$ cat config.mk
export PLATFORM = sky130hd
export DESIGN_NAME = bram_read_streamer
export DESIGN_NICKNAME = d
export VERILOG_FILES = /design/src/rtl/bram_read_streamer.sv
export SDC_FILE = /design/constraint.sdc
export NUM_CORES = 1
export LEC_CHECK = 0
export CORE_MARGIN = 2
export CORE_UTILIZATION = 40
export DETAILED_ROUTE_END_ITERATION = 6
export GPL_ROUTABILITY_DRIVEN = 0
export PLACE_DENSITY_LB_ADDON = 0.15
export SYNTH_ARGS = -nofsm -noshare
export SYNTH_HDL_FRONTEND = slang
export SYNTH_SLANG_ARGS = --single-unit
export TNS_END_PERCENT = 5
$ cat constraint.sdc
create_clock -name clk -period 2.25 [get_ports clk]
set_input_delay 0.675 -clock clk [delete_from_list [all_inputs] [get_ports clk]]
set_output_delay 0.675 -clock clk [all_outputs]
set_load 0.005 [all_outputs]
$ cat src/rtl/bram_read_streamer.sv
// bram_read_streamer: read-side master for the dual-port BRAM wrapper.
// Issues one single-word read at a time from consecutive addresses, buffers the
// returned words in a small FIFO and presents them as a valid/ready stream with last.
// Optional WAIT-state watchdog: define BRAM_READ_STREAMER_TIMEOUT_EN.
//
// state   | meaning
// --------+-----------------------------------------------------------
// S_IDLE  | no transfer; waits for start
// S_ISSUE | ready to issue next read once FIFO has room and write port idle
// S_WAIT  | one read outstanding; waits for rd_valid (or watchdog)
// S_DRAIN | all words read; waits for the stream to empty the FIFO
module bram_read_streamer #(
  parameter int ADDR_WIDTH     = 16,
  parameter int DATA_WIDTH     = 32,
  parameter int LEN_WIDTH      = 16,
  parameter int FIFO_DEPTH     = 4,
  parameter int TIMEOUT_CYCLES = 16
) (
  input  logic                  clk,
  input  logic                  rst,
  input  logic                  start,
  input  logic [ADDR_WIDTH-1:0] base_addr,
  input  logic [LEN_WIDTH-1:0]  length,
  output logic                  busy,
  output logic                  done,
  output logic                  err,
  input  logic                  wr_active,
  output logic                  rd_en,
  output logic [ADDR_WIDTH-1:0] rd_addr,
  input  logic                  rd_valid,
  input  logic [DATA_WIDTH-1:0] rd_data,
  output logic                  m_tvalid,
  input  logic                  m_tready,
  output logic [DATA_WIDTH-1:0] m_tdata,
  output logic                  m_tlast
);

  localparam int PTR_W = $clog2(FIFO_DEPTH);
  localparam logic [PTR_W:0] FIFO_FULL = (PTR_W+1)'(FIFO_DEPTH);

  typedef enum logic [1:0] {S_IDLE, S_ISSUE, S_WAIT, S_DRAIN} state_t;

  state_t                state, state_nxt;
  logic [ADDR_WIDTH-1:0] cur_addr;
  logic [LEN_WIDTH-1:0]  remaining;
  logic [DATA_WIDTH-1:0] fifo_data [FIFO_DEPTH];
  logic [FIFO_DEPTH-1:0] fifo_last;
  logic [PTR_W-1:0]      wr_ptr, rd_ptr;
  logic [PTR_W:0]        count;
  logic                  start_ok, can_issue, push, pop, timeout, drain_done, last_word;

  assign start_ok   = (state == S_IDLE) && start;
  assign can_issue  = (count < FIFO_FULL) && !wr_active;
  assign push       = (state == S_WAIT) && rd_valid;
  assign pop        = m_tvalid && m_tready;
  assign last_word  = (remaining == LEN_WIDTH'(1));
  // FIFO empties on this edge or already has; lets done follow the last beat directly
  assign drain_done = (count == '0) || ((count == (PTR_W+1)'(1)) && pop);

  assign busy     = (state != S_IDLE);
  assign rd_addr  = cur_addr;
  assign m_tvalid = (count != '0);
  // gate head entry so stale FIFO contents never show while the stream is idle
  assign m_tdata  = m_tvalid ? fifo_data[rd_ptr] : '0;
  assign m_tlast  = m_tvalid ? fifo_last[rd_ptr] : 1'b0;

`ifdef BRAM_READ_STREAMER_TIMEOUT_EN
  localparam int WD_W = $clog2(TIMEOUT_CYCLES + 1);
  logic [WD_W-1:0] wd_cnt;

  assign timeout = (state == S_WAIT) && !rd_valid &&
                   (wd_cnt == WD_W'(TIMEOUT_CYCLES - 1));

  // watchdog: counts consecutive WAIT cycles without a returned word
  always_ff @(posedge clk or negedge rst) begin
    if (!rst)                                         wd_cnt <= '0;
    else if ((state == S_WAIT) && !rd_valid && !timeout) wd_cnt <= wd_cnt + WD_W'(1);
    else                                              wd_cnt <= '0;
  end

  // sticky timeout flag, cleared by the next accepted start
  always_ff @(posedge clk or negedge rst) begin
    if (!rst)          err <= 1'b0;
    else if (start_ok) err <= 1'b0;
    else if (timeout)  err <= 1'b1;
  end
`else
  assign timeout = 1'b0;
  // watchdog not built: err is constant low (comparison keeps the parameter referenced)
  assign err = (TIMEOUT_CYCLES < 0);
`endif

  // state register
  always_ff @(posedge clk or negedge rst) begin
    if (!rst) state <= S_IDLE;
    else      state <= state_nxt;
  end

  // next-state and read-issue decode
  always_comb begin
    state_nxt = state;
    rd_en     = 1'b0;
    case (state)
      S_IDLE:  if (start && (length != '0)) state_nxt = S_ISSUE;
      S_ISSUE: if (can_issue) begin
                 rd_en     = 1'b1;
                 state_nxt = S_WAIT;
               end
      S_WAIT:  if (rd_valid)     state_nxt = last_word ? S_DRAIN : S_ISSUE;
               else if (timeout) state_nxt = S_IDLE;
      S_DRAIN: if (drain_done)   state_nxt = S_IDLE;
      default: state_nxt = S_IDLE;
    endcase
  end

  // transfer bookkeeping, done pulse and FIFO pointers
  always_ff @(posedge clk or negedge rst) begin
    if (!rst) begin
      cur_addr  <= '0;
      remaining <= '0;
      done      <= 1'b0;
      wr_ptr    <= '0;
      rd_ptr    <= '0;
      count     <= '0;
    end else begin
      done <= 1'b0;
      if (start_ok) begin
        cur_addr  <= base_addr;
        remaining <= length;
        // zero-length request completes without ever leaving IDLE
        if (length == '0) done <= 1'b1;
      end
      if (push) begin
        cur_addr  <= cur_addr + ADDR_WIDTH'(1);
        remaining <= remaining - LEN_WIDTH'(1);
      end
      if ((state == S_DRAIN) && drain_done) done <= 1'b1;
      if (timeout) begin
        done   <= 1'b1;
        wr_ptr <= '0;
        rd_ptr <= '0;
        count  <= '0;
      end else begin
        if (push) wr_ptr <= wr_ptr + PTR_W'(1);
        if (pop)  rd_ptr <= rd_ptr + PTR_W'(1);
        if (push && !pop)      count <= count + (PTR_W+1)'(1);
        else if (pop && !push) count <= count - (PTR_W+1)'(1);
      end
    end
  end

  // FIFO storage; contents need no reset since m_tvalid gates them
  always_ff @(posedge clk) begin
    if (push) begin
      fifo_data[wr_ptr] <= rd_data;
      fifo_last[wr_ptr] <= last_word;
    end
  end

endmodule

# --- Word-level counts from Yosys, hierarchy flattened ---
# Memories as Yosys holds them, arrays and structs flattened.
# Index checks and enable logic that the tools add are counted.
# W data, S select, Z words.
word_totals:
  out_inout_bits: 54
  memories: 1
  input_bits: 70
  regBits: 46
  ram_bits: 128
  word_cells: 77
memory_table:
  columns: ["name", "depth", "word_bits", "read_ports", "rd_ports_with_merged_regs", "wr", "line_no", "rtl"]
  rows:
  - ["fifo_data", 4, 32, 1, 0, 1, "46", "logic [DATA_WIDTH-1:0] fifo_data [FIFO_DEPTH];"]
op_classes:
  muxes: 26
  order_cmp: 4
  n_eq_ne: 9
  reduce_logical: 23
  n_addsub: 6
ops:
  columns: ["operator", "count"]
  rows:
  - ["$mux W16", 4]
  - ["$mux W32", 1]
  - ["$add A16 B1 Y16 const B", 1]
  - ["$eq A16 B1 Y1 const B", 1]
  - ["$logic_not A16 Y1", 1]
  - ["$reduce_bool A16 Y1", 1]
  - ["$sub A16 B1 Y16 const B", 1]
  - ["$logic_and A1 B1 Y1", 10]
  - ["$mux W1", 10]
  - ["$mux W2", 5]
  - ["$pmux W2 S4", 1]
  - ["$lt A2 B3 Y1 const B", 2]
  - ["$mux W3", 2]
  - ["$ne A2 B2 Y1 const B", 3]
  - ["$reduce_bool A2 Y1", 3]
  - ["$add A2 B1 Y2 const B", 2]
  - ["$bwmux W4", 1]
  - ["$eq A2 B2 Y1 const B", 2]
  - ["$reduce_and A4 Y1", 1]
  - ["$add A3 B1 Y3 const B", 1]
  - ["$eq A3 B1 Y1 const B", 1]
  - ["$logic_not A1 Y1", 3]
  - ["$logic_not A3 Y1", 1]
  - ["$lt A3 B3 Y1 const B", 1]
  - ["other kinds (9)", 9]

# --- Depth between registers and ports, before layout ---
# Gate-level depths: netlist (run 1).
depth:
  depth_word: 6
  depth_mapped: 9
  mapped_depth_nobuf: 8

# --- Least setup slack after synthesis (run 1) ---
# OpenSTA, ideal clock, no wires.
synth_path:
  kind: "input -> register"
  from: "input port rd_valid"
  to: "memory fifo_data[0][0], enable pin"
  setup_ps: 393
  t_arrival_ps: 2152
  stages: 5
  setup_slack_ps: -295
  n_path_buf: 2
  t_required_ps: 1857
  cell_sequence: "nand3b_4 -> inv_1 -> buf_2 -> buf_1 -> and2_1"
synth_between:
  elab_chain_len: 3
synth_lines:
  columns: ["item", "line_no", "rtl"]
  rows:
  - ["start: declaration", "30", "input logic rd_valid,"]
  - ["$logic_and A1 B1 Y1", "54", "assign push = (state == S_WAIT) && rd_valid;"]
  - ["net push", "50", "logic start_ok, can_issue, push, pop, timeout, drain_done, last_word;"]
  - ["$mux W1", "154", "if (push) begin"]
  - ["$mux W1 (implied by the code)", "155", "fifo_data[wr_ptr] <= rd_data;"]
  - ["end: declaration", "46", null]
# The timed path passes the listed nets, and every way through them passes these cells.

# --- Final worst setup path (run 1) ---
layout_path:
  from: "register rd_ptr[0]"
  to: "output port m_tdata[18]"
layout_between:
  elab_chain_len: 2
layout_lines:
  columns: ["item", "line_no", "rtl"]
  rows:
  - ["start: declaration", "48", "logic [PTR_W-1:0] wr_ptr, rd_ptr;"]
  - ["start signal: assignment", "145", "if (pop) rd_ptr <= rd_ptr + PTR_W'(1);"]
  - ["$mem_v2 Z4 W32", null, null]
  - ["$mux W32", "64", "assign m_tdata = m_tvalid ? fifo_data[rd_ptr] : '0;"]
  - ["end: declaration", "34", "output logic [DATA_WIDTH-1:0] m_tdata,"]
# No other way between the ends.

==> impl_metrics.yaml, run 1 <==
clock_network:
  clkLatencyLatePin_ns: 0.43
  tritoncts: "built"
  clock_sinks: 174
  ctsHoldBuffers: 0
  cts_max_level: 4
  clk_pin_slew_ns: 0.07
  ctsRootBufferMaster: "clkbuf_16"
  numCtsBuffers: 17
  cts_buffer_depth: 2
finish:
  final_cell_mix: "132 x edfxtp_1, 86 x clkdlybuf4s50_1, 39 x dfrtp_1, 36 x buf_4, 33 x mux4_2"
  drive_above_1_share_pct: 31.0
  seq_area_um2: 5020
  layout.nets: 744
  nFillCells: 1523
  final_common_cell: "edfxtp_1"
  area_growth_syn_to_layout_pct: 35.4
  antenna_cells: 0
  utilization_pct: 54.7
  multi_input_area_um2: 2420
sta:
  fmax_ghz: 0.383
  fin_crit_sh_pct: 116
  final_hold_viol_count: 0
  fin_crit_ns: 2.61
  setup_ws_ns: -0.363
  finClkSkew_ns: 0.00780
  slew_viol_final: 0
  rsz0062_at_grt: "yes"
  finalSetupViolations: 34
  whs_ns: 0.195
floorplanning:
  rows: 50
  initial_core_util_pct: 40.4
  io_pins: 124
  die_w_um: 141
  coreArea_um2: 18600
  die_y_um: 141
  die_area_um2: 19900
synthesis:
  synthesis.area_um2: 7510
  synthDominantCellAreaShare_pct: 52.8
  synthTopCellsByArea: "edfxtp_1 53%, dfrtp_1 14%, mux4_2 9.9%"
  ys_warn_count: 0
  synth-seq-cells: 174
  synth_ff_type: "edfxtp_1"
  async_flop_share_pct: 24.1
  synthDistinctLibCells: 60
  synth_top_area_cell: "edfxtp_1"
  synth_seq_area_share_pct: 66.8
  synth.avg_cell_area_um2: 15.6
  synth_edf_count: 132
  syn-instance-count: 483
  synth_fp_nets: 565
critical_path:
  endpoint_kind: "output pin"
  start_kind: "register"
  critPathLaunch: "rd_ptr[0]$_DFFE_PN0P_"
  crit_fanout: 6
  arrival_ns: 1.94
  cp.required_ns: 1.57
  criticalPathCategory: "reg -> out"
  r2r-start: "count[0]$_DFFE_PN0P_"
global_routing:
  grt_antenna_before_repair: 0
  grt_pass1_vias: 5167
  gr-usage-all-layers_pct: 17.8
  grt_pass1_wl_um: 27000
  grt_max_degree: 36
  grt_remaining_overflow: 0
placement:
  dp_hpwl_um: 11000
  portBuffers: 122
pwr:
  combPwrFrac_pct: 41.8
  power.density_nw_per_um2: 1220
  irDropWorstVdd_mv: 0.609
  power_leakage_uw: 0.00372
  seqPwrFrac_pct: 36.5
  p_switching_uw: 3800
  p_clk_share_pct: 21.6
  switching_share_pct: 30.6
  intPower_uw: 8610
drt:
  drtIter0Drc: 297
  avgViaCountPerCell: 5.34
  drc: 0
  finalWirelength_um: 16600
  routedWlPerCell_um: 18.3
  final_antenna_net_count: 0
  dr.pass1.iters: 5
  dr_total_vias: 4854
flow_run:
  cap_violations: 0
run_status:
  status: "finished with violations"
  violations: "setup timing"
hold_path:
  hold_path.class: "in -> async"
[per-layer routing]
metal | wire (um) | GRT usage, % | vias up
li1 | - | - | 2260
met1 | 7170 | 22.7 | 2435
met2 | 8380 | 29.6 | 140
met3 | 844 | 5.40 | 19
met4 | 223 | 5.42 | 0
met5 | 0 | 0 | -
[layout make-up]
type | instances | area share, %
multi-input combinational | 274 | 23.8
clock inverter | 14 | 1.07
clock buffer | 18 | 4.22
timing repair buffer | 184 | 18.3
inverter | 11 | 0.406
tap | 234 | 2.88
sequential | 174 | 49.3
[worst paths after layout]
check / slack, ns / endpoint / cells past startpoint
max in group asynchronous: 1.46 / rd_ptr[0]$_DFFE_PN0P_ / 2
setup / recovery: -0.36 / m_tdata[18] / 6
min in group clk: 0.54 / remaining[3]$_DFFE_PN0P_ / 1
hold / removal: 0.19 / rd_addr[1]$_DFFE_PN0P_ / 1
setup reg to reg: 0.38 / count[2]$_DFFE_PN0P_ / 10
hold reg to reg: 0.54 / remaining[3]$_DFFE_PN0P_ / 1
[what timing repair did]
| action | 4_1_cts | 5_1_grt |
|---|---|---|
| gates resized for setup | 134 | 45 |
| cloned | 2 | 0 |
| buffers inserted | 13 | 2 |
| setup endpoints to repair | 36 | 35 |
| pin swaps | 17 | 0 |
[Yosys cell counts, types with 2 or more instances]
library cell	count
nand2b_1	2
a221o_1	4
xor2_1	3
a21o_1	2
buf_2	7
o21a_1	2
clkbuf_1	11
o211ai_1	6
nor4_1	8
nor3_1	15
o311ai_0	4
and2_1	40
nand2_1	25
buf_6	3
nand4_1	8
nand3_1	10
edfxtp_1	132
and4_1	4
and3_1	2
inv_1	11
ha_1	12
or3_1	2
dfrtp_1	42
or4_1	3
a21oi_1	11
a211oi_1	7
o21ai_0	8
buf_1	2
mux4_2	33
xnor2_1	4
nor2_1	24
o22ai_1	7
a211o_1	2
[registers in the layout, indices dropped and copies added (netlist names)]
| name | flops |
|---|---|
| done | 1 |
| state | 2 |
| rd_addr | 16 |
| fifo_last | 4 |
| fifo_data | 128 |
| count | 3 |
| wr_ptr | 2 |
| remaining | 16 |
| rd_ptr | 2 |
[through the flow]
stage | total power, uW | setup TNS, ns | worst slack (ns) | instance area (um^2) | cells
global route | 13200 | -12.60 | -0.432 | 10200 | 909
CTS | 12500 | -13.62 | -0.477 | 10200 | 909
floorplan | 6860 | -29.23 | -0.295 | 7510 | 483
global placement | 9190 | -23.26 | -0.322 | 9420 | 862
finish | 12400 | -9.91 | -0.363 | 10200 | 909
detailed placement | 9290 | -24.34 | -0.339 | 9420 | 862
[kinds of logic after synthesis]
kind of cell / synth area share, %
AOI/OAI and AO/OA: 6.66
xor gates and xnor gates: 0.816
adders and majority gates: 2.00
buffers and inverters: 2.22
DFF: 66.8
muxes: 10.0
other: 0.0499
and+or+nand+nor: 11.5
[power by group through the flow]
stage                     clock network, uW  logic (uW)  registers, uW
after floorplan                           0        2410           4460
after global placement                    0        4630           4560
after detailed placement                  0        4700           4590
after CTS                              2760        5190           4530
after global routing                   2880        5680           4620
final                                  2680        5190           4530
[worst max-delay path: stages (launching register included)]
cell and delay [ns]:
dfrtp_2 0.39, buf_12 0.13, buf_12 0.13, buf_6 0.10, mux4_2 0.50, and2_4 0.15, buf_6 0.10
Power figures use the tool's default switching activity.
==> run 2, diff against run 1 <==
--- a/config.mk
+++ b/config.mk
@@ -10,6 +10,7 @@
 export DETAILED_ROUTE_END_ITERATION = 6
 export GPL_ROUTABILITY_DRIVEN = 0
 export PLACE_DENSITY_LB_ADDON = 0.15
+export SETUP_SLACK_MARGIN = 0.05
 export SYNTH_ARGS = -nofsm -noshare
 export SYNTH_HDL_FRONTEND = slang
 export SYNTH_SLANG_ARGS = --single-unit
==> run 2 against run 1 <==
Net effect:
- the flow still finishes with violations (setup timing)
- worst hold slack better by 0.034 ns
- clock power is 1% higher
- first-iteration DRC count is 32% lower
- non-clock buffer count is 4 higher
- global-route usage is 0.32 points lower
- flip-flop and latch count stayed put
- critical path type unchanged
- critical endpoint is now m_tdata[26]
==> impl_metrics.yaml, run 2 (synthesized netlist as in run 1, its figures left out) <==
finish:
  final_cell_mix: "132 x edfxtp_1, 86 x clkdlybuf4s50_1, 39 x dfrtp_1, 37 x buf_4, 33 x mux4_2"
  antenna_cells: 0
  final_area_um2: 10200
  area_growth_syn_to_layout_pct: 36.3
  final_common_cell: "edfxtp_1"
  largest_reg_flops: 128
  drive_above_1_share_pct: 30.5
  utilization_pct: 55.1
  top_register: "fifo_data"
  layout.nets: 748
critical_path:
  r2r-start: "remaining[2]$_DFFE_PN0P_"
  arrival_ns: 1.94
  worst-r2r-cell-count: 3
  cp.required_ns: 1.57
  start_kind: "register"
  critPathLaunch: "rd_ptr[0]$_DFFE_PN0P_"
  cpMostUsedCell: "buf_6"
  crit_chain: "buf_6 > buf_12 > buf_8 > mux4_2 > and2_4 > buf_6"
  crit_fanout: 7
  cp_slowest_cell: "mux4_2"
  critPathCapture: "m_tdata[26]"
  endpoint_kind: "output pin"
  criticalPathCategory: "reg -> out"
  max_stage_delay_ns: 0.49
  reg2reg_to: "remaining[13]$_DFFE_PN0P_"
  reg2reg_slack_ns: 0.42
pwr:
  intPower_uw: 8760
  total_power_uw: 12500
  combPwrFrac_pct: 42.2
  seqPwrFrac_pct: 36.2
  switching_share_pct: 30.1
  irDropWorstVdd_mv: 0.698
  p_switching_uw: 3780
  power_leakage_uw: 0.00373
  power.density_nw_per_um2: 1220
  p_clk_share_pct: 21.7
sta:
  finalSetupViolations: 34
  maxSlewHeadroom_pct: 64.3
  slew_viol_final: 0
  finClkSkew_ns: 0.00877
  tightest_slew_ns: 0.536
  final_hold_viol_count: 0
  fin_crit_ns: 2.62
  fin_crit_sh_pct: 116
  setup_ws_ns: -0.368
  fmax_ghz: 0.382
  rsz0062_at_grt: "yes"
drt:
  drtIter0Drc: 203
  dr.pass1.iters: 4
  dr_total_vias: 4926
  finalWirelength_um: 16700
  routedWlPerCell_um: 18.3
  final_antenna_net_count: 0
  drc: 0
  avgViaCountPerCell: 5.40
clock_network:
  cts_max_level: 4
  tritoncts: "built"
  clock_sinks: 174
  ctsHoldBuffers: 0
  numCtsBuffers: 17
  clk_pin_slew_ns: 0.07
  clkLatencyLatePin_ns: 0.42
  cts_buffer_depth: 2
  ctsRootBufferMaster: "clkbuf_16"
global_routing:
  grt_antenna_before_repair: 0
  grt_pass1_wl_um: 26700
  grt_remaining_overflow: 0
  grt_pass1_vias: 5187
  gr-usage-all-layers_pct: 17.5
  grt_max_degree: 23
placement:
  postPlaceCellArea_um2: 9440
  portBuffers: 122
  dp_hpwl_um: 11300
floorplanning:
  coreArea_um2: 18600
  die_area_um2: 19900
  die_y_um: 141
  initial_core_util_pct: 40.4
  rows: 50
  die_w_um: 141
  io_pins: 124
hold_path:
  hold_path.class: "in -> async"
run_status:
  violations: "setup timing"
  status: "finished with violations"
flow_run:
  cap_violations: 0
## run 2: cell type report
type                    instances  area [um^2]
clock buffers                  18          429
inverters                      11         41.3
repair buffers                188         1930
well taps                     234          293
multi-input cells             274         2400
clock inverters                14          119
flip-flops and latches        174         5020
fillers                      1477         8340
## run 2: power groups by stage
| stage | logic [uW] | registers, uW | clock network [uW] |
|---|---|---|---|
| 2_1_floorplan | 2410 | 4450 | 0 |
| 3_3_place_gp | 4630 | 4560 | 0 |
| 3_5_place_dp | 4690 | 4590 | 0 |
| 4_1_cts | 5220 | 4530 | 2790 |
| 5_1_grt | 5710 | 4620 | 2920 |
| 6_report | 5290 | 4530 | 2720 |
## run 2: worst min path at each step
stage / depth (start not counted) / slack (ns) / endpoint / from
global placement: 1 / 0.51 / remaining[3]$_DFFE_PN0P_ / remaining[3]$_DFFE_PN0P_
floorplan: 0 / 0.38 / count[0]$_DFFE_PN0P_ / rst
detailed placement: 1 / 0.54 / remaining[15]$_DFFE_PN0P_ / remaining[15]$_DFFE_PN0P_
global route: 1 / 0.26 / remaining[2]$_DFFE_PN0P_ / rst
CTS: 1 / 0.24 / remaining[2]$_DFFE_PN0P_ / rst
finish: 1 / 0.23 / remaining[2]$_DFFE_PN0P_ / rst
## run 2: through the flow
step	setup WS, ns	TNS [ns]	hold slack, ns	instances
after floorplan	0.0420	0	0.379	483
after global placement	-0.311	-18.20	0.513	865
after detailed placement	-0.372	-19.14	0.536	865
after CTS	-0.401	-11.98	0.239	913
after global routing	-0.436	-12.77	0.258	913
final	-0.368	-10.58	0.229	913
## run 2: repair_timing
item	4_1_cts	5_1_grt
setup buffers	15	0
pin swaps	18	0
resized for setup	170	21
gates cloned	2	0
endpoints found under the setup margin	36	35
## run 2: per-layer routing
layer | track usage (%) | routed length, um | part of all wire (%) | up-vias
li1 | - | - | - | 2270
met1 | 21.6 | 7090 | 42 | 2499
met2 | 30.9 | 8740 | 52 | 136
met3 | 3.77 | 693 | 4.1 | 21
met4 | 5.42 | 223 | 1.3 | 0
met5 | 0 | 0 | 0 | -
## run 2: worst max-delay path, delay by kind of cell, from the launching register on
kind | cells | cell delay [ns]
and+or+nand+nor | 1 | 0.18
muxes | 1 | 0.49
DFF | 1 | 0.40
buffers and inverters | 4 | 0.45
==> run 3, diff against run 2 <==
--- a/config.mk
+++ b/config.mk
@@ -6,9 +6,11 @@
 export NUM_CORES = 1
 export LEC_CHECK = 0
 export CORE_MARGIN = 2
-export CORE_UTILIZATION = 40
+export CORE_UTILIZATION = 35
+export CTS_CLUSTER_DIAMETER = 150
 export DETAILED_ROUTE_END_ITERATION = 6
 export GPL_ROUTABILITY_DRIVEN = 0
+export GPL_TIMING_DRIVEN = 0
 export PLACE_DENSITY_LB_ADDON = 0.15
 export SETUP_SLACK_MARGIN = 0.05
 export SYNTH_ARGS = -nofsm -noshare
==> run 3 against run 2 <==
Net effect:
- setup slack worse by 0.038 ns
- maximum frequency down 1.4%
- utilization fell by 7.9 points
- the flow still finishes with violations (setup timing)
- clock power increased by 2%
- via count fell by 4.5%
- die area grew 14%
- power down 2.9%
- worst hold slack lost 0.025 ns
- sequential share of layout area grew 1.6 points
- sequential power hardly changed
- clock skew up 0.0065 ns
- combinational power is 8.3% lower
==> impl_metrics.yaml, run 3 (synthesized netlist as in run 1, its figures left out) <==
critical_path:
  endpoint_kind: "output pin"
  criticalPathCategory: "reg -> out"
  cpMostUsedCell: "buf_6"
  max_stage_delay_ns: 0.40
  start_kind: "register"
  crit_fanout: 6
  cp.required_ns: 1.57
  path_buf_inv: 5
  arrival_ns: 1.98
  crit_chain: "buf_8 > buf_6 > buf_12 > buf_6 > mux4_2 > and2_4 > buf_6"
  critPathTopFamily: "buffers and inverters"
  cp_slowest_cell: "mux4_2"
global_routing:
  grt_pass1_vias: 4981
  grt_pass1_wl_um: 27200
  gr-usage-all-layers_pct: 16.3
  grt_max_degree: 34
  grt_remaining_overflow: 0
  grt_antenna_before_repair: 1
finish:
  nFillCells: 1819
  top_register: "fifo_data"
  fin_cells: 921
  antenna_cells: 0
  area_growth_syn_to_layout_pct: 32.1
  drive_above_1_share_pct: 26.6
  largest_reg_flops: 128
  final_common_cell: "edfxtp_1"
  final_cell_mix: "132 x edfxtp_1, 85 x clkdlybuf4s50_1, 39 x dfrtp_1, 33 x mux4_2, 31 x and2_4"
  layout.nets: 716
clock_network:
  ctsHoldBuffers: 0
  cts_buffer_depth: 2
  clkLatencyLatePin_ns: 0.43
  tritoncts: "built"
  clock_sinks: 174
  ctsRootBufferMaster: "clkbuf_16"
  cts_max_level: 4
  numCtsBuffers: 17
  clk_pin_slew_ns: 0.08
run_status:
  violations: "setup timing"
  status: "finished with violations"
pwr:
  switching_share_pct: 31.7
  intPower_uw: 8320
  irDropWorstVdd_mv: 0.638
  power_leakage_uw: 0.00354
  p_clk_share_pct: 22.8
  p_switching_uw: 3860
  power.density_nw_per_um2: 1230
  combPwrFrac_pct: 39.8
  seqPwrFrac_pct: 37.4
sta:
  finClkSkew_ns: 0.0153
  maxSlewHeadroom_pct: 60.9
  whs_ns: 0.204
  slew_viol_final: 0
  setup_tns_ns: -11.27
  final_hold_viol_count: 0
  rsz0062_at_grt: "yes"
  setup_ws_ns: -0.406
  fin_crit_sh_pct: 118
  finalSetupViolations: 34
  tightest_slew_ns: 0.585
  fmax_ghz: 0.376
  fin_crit_ns: 2.66
placement:
  dp.cells: 881
  portBuffers: 122
  pre_cts_slack_ns: -1.24
  dp_hpwl_um: 11300
floorplanning:
  io_pins: 124
  die_y_um: 150
  die_w_um: 150
  initial_core_util_pct: 35.7
  die_area_um2: 22600
  coreArea_um2: 21000
  rows: 53
drt:
  final_antenna_net_count: 0
  met1Wirelength_um: 7680
  dr_total_vias: 4703
  top_layer_used: "met4"
  drtIter0Drc: 201
  dr.pass1.iters: 4
  drc: 0
  wl_met2_um: 9000
  met3_length_um: 778
  routedWlPerCell_um: 19.1
  avgViaCountPerCell: 5.11
  finalWirelength_um: 17600
hold_path:
  hold_path.class: "in -> async"
flow_run:
  cap_violations: 0
[run 3: cell count changes in the layout (fill, tap and decap cells not counted), moves of 4 or more]
cell | before | now
dlygate4sd2_1 | 1 | 6
clkdlybuf4s15_1 | 0 | 6
buf_2 | 9 | 5
and2_2 | 4 | 0
clkbuf_4 | 0 | 4
inv_8 | 0 | 4
buf_12 | 14 | 2
clkbuf_2 | 7 | 12
buf_6 | 29 | 20
buf_4 | 37 | 5
and2_4 | 26 | 31
[run 3: path summary, 6_finish.rpt]
check	slack (ns)	to	cells past startpoint	from
setup / recovery	-0.41	m_tdata[13]	7	rd_ptr[0]$_DFFE_PN0P_
hold / removal	0.20	rd_addr[1]$_DFFE_PN0P_	1	rst
setup reg to reg	0.14	fifo_data[2][11]$_DFFE_PP_	5	state[0]$_DFFE_PN0P_
hold reg to reg	0.53	remaining[3]$_DFFE_PN0P_	1	remaining[3]$_DFFE_PN0P_
max in group asynchronous	1.50	rd_ptr[1]$_DFFE_PN0P_	2	rst
min in group clk	0.53	remaining[3]$_DFFE_PN0P_	1	remaining[3]$_DFFE_PN0P_
[run 3: power groups by stage]
stage	sequential (uW)	clock (uW)	combinational, uW
final	4560	2770	4850
after floorplan	4450	0	2410
after global placement	4550	0	4310
after detailed placement	4570	0	4370
after CTS	4550	2820	5040
after global routing	4640	2970	5300
[run 3: worst register-to-register path: stages, from the launching register on]
cell      delay, ns
dfrtp_2        0.47
nand3b_4       0.26
inv_1          0.11
buf_4          0.18
buf_6          0.16
and2_4         0.53
[run 3: repair_timing]
action / CTS / global route
cloned: 3 / 0
pin swaps: 24 / 7
buffers inserted: 13 / 2
hold endpoints to repair: 0 / 0
resized for setup: 163 / 44
setup endpoints to repair: 186 / 144
[run 3: metal layers]
| layer | track usage, % | up-vias |
|---|---|---|
| met5 | 0 | - |
| met3 | 3.64 | 10 |
| met2 | 27.3 | 110 |
| li1 | - | 2205 |
| met4 | 5.24 | 0 |
| met1 | 21.1 | 2378 |
[run 3: area by class of cell]
type                    instances  area (um^2)  area share (%)
flip-flops and latches        174         5020            50.6
multi-input cells             274         2440            24.6
repair buffers                136         1330            13.4
clock buffers                  19          433            4.36
well taps                     275          344            3.47
plain buffers                  20          191            1.93
clock inverters                12          120            1.21
inverters                      11         41.3           0.416
[run 3: stage by stage]
step | area, um^2 | utilization [%] | total power, uW
2_1_floorplan | 7520 | - | 6860
4_1_cts | 10000 | 47.6 | 12400
3_5_place_dp | 9100 | 43.3 | 8940
6_report | 9920 | 47.2 | 12200
5_1_grt | 9920 | 47.2 | 12900
3_3_place_gp | 9080 | 43.2 | 8860
